[config.mk]
export PLATFORM = sky130hd
export DESIGN_NAME = seq_detector_param_flat
export DESIGN_NICKNAME = d
export VERILOG_FILES = /design/src/rtl/seq_detector_param_if.sv /design/src/rtl/seq_detector_param.sv /design/src/flat_wrapper.sv
export SDC_FILE = /design/constraint.sdc
export NUM_CORES = 1
export LEC_CHECK = 0
export BUFFER_PORTS_ARGS = -buffer_cell sky130_fd_sc_hd__clkbuf_2
export CORE_UTILIZATION = 51
export CTS_CLUSTER_SIZE = 25
export DETAILED_ROUTE_END_ITERATION = 8
export PLACE_DENSITY_LB_ADDON = 0.25
export SLEW_MARGIN = 20
export SYNTH_ARGS = -nofsm -noshare
export SYNTH_HDL_FRONTEND = slang
export SYNTH_SLANG_ARGS = --single-unit
[constraint.sdc]
create_clock -name i_clk -period 2.1 [get_ports i_clk]
set_clock_uncertainty 0.15 [all_clocks]
set_input_delay 0.42 -clock i_clk [delete_from_list [all_inputs] [get_ports i_clk]]
set_output_delay 0.42 -clock i_clk [all_outputs]
set_load 0.1 [all_outputs]
[src/rtl/seq_detector_param_if.sv]
// Board-side signal group for the serial pattern detector: data/mode switches in, LED bank out.
interface seq_detector_param_if;
  logic       data;   // SW[2]
  logic       mode;   // SW[3]: 0 = overlapping, 1 = non-overlapping
  logic [9:0] ledr;   // LEDR[9:0]

  modport master (output data, output mode, input  ledr);
  modport slave  (input  data, input  mode, output ledr);
endinterface

[src/rtl/seq_detector_param.sv]
// Parametrised serial pattern detector with match pulse and saturating hit counter.
// Board mapping: i_clk = SW[0], i_rst = SW[1]; data/mode/LEDR travel through io_bus.
module seq_detector_param #(
  parameter int                   PATTERN_W = 4,
  parameter logic [PATTERN_W-1:0] PATTERN   = 4'b1011,
  parameter int                   CNT_W     = 8
) (
  input  logic                 i_clk,
  input  logic                 i_rst,
  seq_detector_param_if.slave  io_bus
);

  if (PATTERN_W < 2 || PATTERN_W > 16) begin : g_bad_pattern_w
    $fatal(1, "seq_detector_param: PATTERN_W must be 2..16");
  end
  if (CNT_W < 1 || CNT_W > 8) begin : g_bad_cnt_w
    $fatal(1, "seq_detector_param: CNT_W must be 1..8");
  end

  localparam int                 FILL_W  = $clog2(PATTERN_W + 1);
  localparam logic [FILL_W-1:0]  FULL    = FILL_W'(PATTERN_W);
  localparam logic [CNT_W-1:0]   CNT_MAX = '1;

  logic [PATTERN_W-1:0] r_hist;
  logic [FILL_W-1:0]    r_fill;
  logic                 r_match;
  logic [CNT_W-1:0]     r_count;

  logic [PATTERN_W-1:0] w_hist_next;
  logic [FILL_W-1:0]    w_fill_adv;
  logic [FILL_W-1:0]    w_fill_next;
  logic                 w_hit;
  logic [CNT_W-1:0]     w_count_next;
  logic [7:0]           w_cnt_led;

  // The fill guard keeps reset-time zeros in r_hist from ever producing a hit.
  always_comb begin
    w_hist_next  = {r_hist[PATTERN_W-2:0], io_bus.data};
    w_fill_adv   = (r_fill == FULL) ? FULL : r_fill + 1'b1;
    w_hit        = (w_fill_adv == FULL) && (w_hist_next == PATTERN);
    w_fill_next  = (w_hit && io_bus.mode) ? '0 : w_fill_adv;
    w_count_next = (w_hit && (r_count != CNT_MAX)) ? r_count + 1'b1 : r_count;
  end

  always_ff @(posedge i_clk or posedge i_rst) begin
    if (i_rst) begin
      r_hist  <= '0;
      r_fill  <= '0;
      r_match <= 1'b0;
      r_count <= '0;
    end else begin
      r_hist  <= w_hist_next;
      r_fill  <= w_fill_next;
      r_match <= w_hit;
      r_count <= w_count_next;
    end
  end

  for (genvar gi = 0; gi < 8; gi++) begin : g_cnt_led
    if (gi < CNT_W) begin : g_used
      assign w_cnt_led[gi] = r_count[gi];
    end else begin : g_tied
      assign w_cnt_led[gi] = 1'b0;
    end
  end

  assign io_bus.ledr = {(r_count == CNT_MAX), w_cnt_led, r_match};

endmodule
[src/flat_wrapper.sv]
// flat-port wrapper written by rule: the top's interface ports become plain ports
module seq_detector_param_flat 
#(
  parameter int                   PATTERN_W = 4,
  parameter logic [PATTERN_W-1:0] PATTERN   = 4'b1011,
  parameter int                   CNT_W     = 8
)
  (i_clk, i_rst, io_bus_data, io_bus_mode, io_bus_ledr);
  seq_detector_param_if io_bus_i ();
  input  logic i_clk;
  input  logic i_rst;
  input wire logic [$bits(io_bus_i.data)-1:0] io_bus_data;
  input wire logic [$bits(io_bus_i.mode)-1:0] io_bus_mode;
  output wire logic [$bits(io_bus_i.ledr)-1:0] io_bus_ledr;
  assign io_bus_i.data = io_bus_data;
  assign io_bus_i.mode = io_bus_mode;
  assign io_bus_ledr = io_bus_i.ledr;
  seq_detector_param #(.PATTERN_W(PATTERN_W), .PATTERN(PATTERN), .CNT_W(CNT_W)) u_core (.i_clk(i_clk), .i_rst(i_rst), .io_bus(io_bus_i));
endmodule
==> results.json <==
{
  "setup_tns_ps": 0,
  "final_util_pct": 69.4,
  "fmax_mhz": 486,
  "grt_overflow": 0,
  "place_hpwl_um": 969,
  "clk_pin_slew_ps": 90,
  "cts_hold_buffers": 0,
  "slowest_delay_ps": 500,
  "outcome": "finished clean",
  "grt_use_total_pct": 18.7,
  "setup.worst_path.start": "u_core.r_count[1]",
  "root_buffer": "clkbuf_4",
  "ys_warn_count": 0,
  "cts_sinks": 15,
  "numCtsBuffers": 3,
  "syn_area_sq_um": 733,
  "ir_drop_mv": 0.632,
  "die-area_sq_um": 1590,
  "drive_above_1_share_pct": 47.0,
  "start_util_pct": 55.7,
  "drtIter0Drc": 8,
  "ios": 14,
  "fill_cells": 93,
  "hold_violations": 0,
  "syn_nets": 72,
  "fp.dieW_um": 39.9,
  "grt_max_degree": 16,
  "antenna_cells": 0,
  "cts_tree": "yes",
  "r2r-end": "u_core.r_count[1]",
  "layout.nets": 91,
  "startpoint_type": "flop",
  "synth_cell_types": 25,
  "post-place-ws_ps": 296,
  "num_rows": 13,
  "drv_slew": 0,
  "layout_commonest_cell": "clkbuf_2",
  "reg2reg_depth": 6,
  "worstPathRequired_ps": 1530,
  "cts_max_path_buffers": 2,
  "multiInputGateArea_sq_um": 357,
  "p_per_area_nw_per_um2": 1120,
  "arrival_ps": 1490,
  "clk_latency_ps": 270,
  "via_per_inst": 5.29,
  "routedWlPerCell_um": 13.3,
  "worst_slack_ps": 44.3,
  "first_pass_iters": 4,
  "htreeDepth": 1,
  "vias": 518,
  "path_buf_inv": 2,
  "drv_cap": 0,
  "fin_crit_sh_pct": 97.9,
  "die-height_um": 39.9,
  "period_needed_ps": 2060,
  "critPathMaxFanout": 4,
  "r2r_start": "u_core.r_fill[0]",
  "path_cells": "ha_4, and3_4, nand2_4, clkinvlp_4, buf_12",
  "endpoint": "io_bus_ledr[9]",
  "crit_family": "flip-flops",
  "area_delta_synth_final_pct": 24.7,
  "antenna_found_initial": 0,
  "r2r_slack_ps": 270,
  "synth-seq-area-share_pct": 51.2,
  "tightest_slew_ps": 549,
  "core-area_sq_um": 1320,
  "drc_errors": 0,
  "hold_path_class": "input port to async pin",
  "io_buffers": 13,
  "grt_pass1_vias": 474,
  "seq_area_sq_um": 390,
  "p_leak_nw": 0.414,
  "final_cell_area_sq_um": 915,
  "synth.avg_cell_area_sq_um": 11.3,
  "crit_cells": 5,
  "cp-end-kind": "output port",
  "ys_ff_latch": 15,
  "drt_wl_total_um": 1300,
  "cp_slowest_cell": "dfrtp_4",
  "dpl_cell_area_sq_um": 865,
  "slew_headroom_pct": 63.6,
  "synthCells": 65,
  "grt_pass1_wl_um": 1920,
  "setup_viol": 0,
  "crit_type": "flop to output port",
  "place.gp.congestion": 0.786,
  "final_antenna_net_count": 0,
  "final_cell_mix": "clkbuf_2, dfrtp_1, nand3_1, dfrtp_2, xnor2_1"
}
where the power goes:
group,internal [mW],leakage [nW],switching [mW],total [mW]
registers,0.354,0.180,0.0474,0.401
logic,0.151,0.216,0.312,0.463
clock network,0.0705,0.0177,0.0888,0.159
total,0.576,0.414,0.448,1.02
how the worst min path moves through the flow:
stage	start	end	slack, ps
finish	i_rst	u_core.r_hist[1]	0.4
global route	i_rst	u_core.r_fill[1]	50
CTS	i_rst	u_core.r_hist[1]	30
detailed placement	u_core.r_hist[1]	u_core.r_hist[2]	220
global placement	u_core.r_hist[1]	u_core.r_hist[2]	210
floorplan	i_rst	u_core.r_fill[0]	170
Yosys cell counts:
cell type / instances / area (sq um)
inv_1: 4 / 15.0
nand3b_1: 1 / 7.51
buf_4: 1 / 7.51
nor3_4: 2 / 32.5
nand3_1: 6 / 30.0
xnor2_1: 5 / 43.8
nand4_1: 2 / 12.5
nor2b_1: 1 / 6.26
a21oi_1: 2 / 10.0
ha_1: 3 / 37.5
nor2_1: 4 / 15.0
mux2_4: 1 / 15.0
a21oi_2: 1 / 8.76
and2_4: 1 / 8.76
a211oi_1: 2 / 15.0
nand3_2: 1 / 10.0
and3b_4: 1 / 12.5
nand2_1: 4 / 15.0
nand2b_1: 1 / 6.26
and3_1: 2 / 12.5
dfrtp_1: 15 / 375
mux2_1: 1 / 11.3
and4_1: 1 / 8.76
clkbuf_1: 1 / 3.75
a31oi_1: 2 / 12.5
sequential cells by signal (all words and copies together) (netlist names):
register        cells
u_core.r_fill       3
u_core.r_match      1
u_core.r_count      8
u_core.r_hist       3
per-layer routing:
layer	routed length, um	up-vias	GRT usage [%]	part of all wire, %
met5	0	-	0	0
met4	12	0	7.76	0.92
met3	37	2	5.11	2.8
met2	617	10	29.0	47
met1	636	243	24.3	49
li1	-	263	-	-
logic make-up after synthesis:
logic type      synth area share (%)
fa+ha+maj                       5.12
simple gates                    24.2
flops                           51.2
compound gates                  6.31
buf+inv                         3.58
mux                             3.58
xor+xnor                        5.97
timing repair:
item                       4_1_cts  5_1_grt
gates resized for setup          0        0
hold endpoints to repair         0        0
setup endpoints to repair        0        1
buffers inserted                 0        3
area by class of cell:
class                      instances  share of cell area [%]
tap                               15                    2.05
multi-input combinational         44                    39.0
clock inverter                     1                   0.547
inverter                           4                    2.05
sequential                        15                    42.7
timing repair buffer              16                    11.2
clock buffer                       3                    2.46
through the flow:
step / instances / power (mW) / hold slack (ps)
2_1_floorplan: 65 / 0.787 / 171
3_3_place_gp: 91 / 0.832 / 207
3_5_place_dp: 91 / 0.847 / 216
4_1_cts: 95 / 1.01 / 28.5
5_1_grt: 98 / 1.08 / 46.3
6_report: 98 / 1.02 / 0.398
No activity file was read; power rests on OpenSTA's default activity.
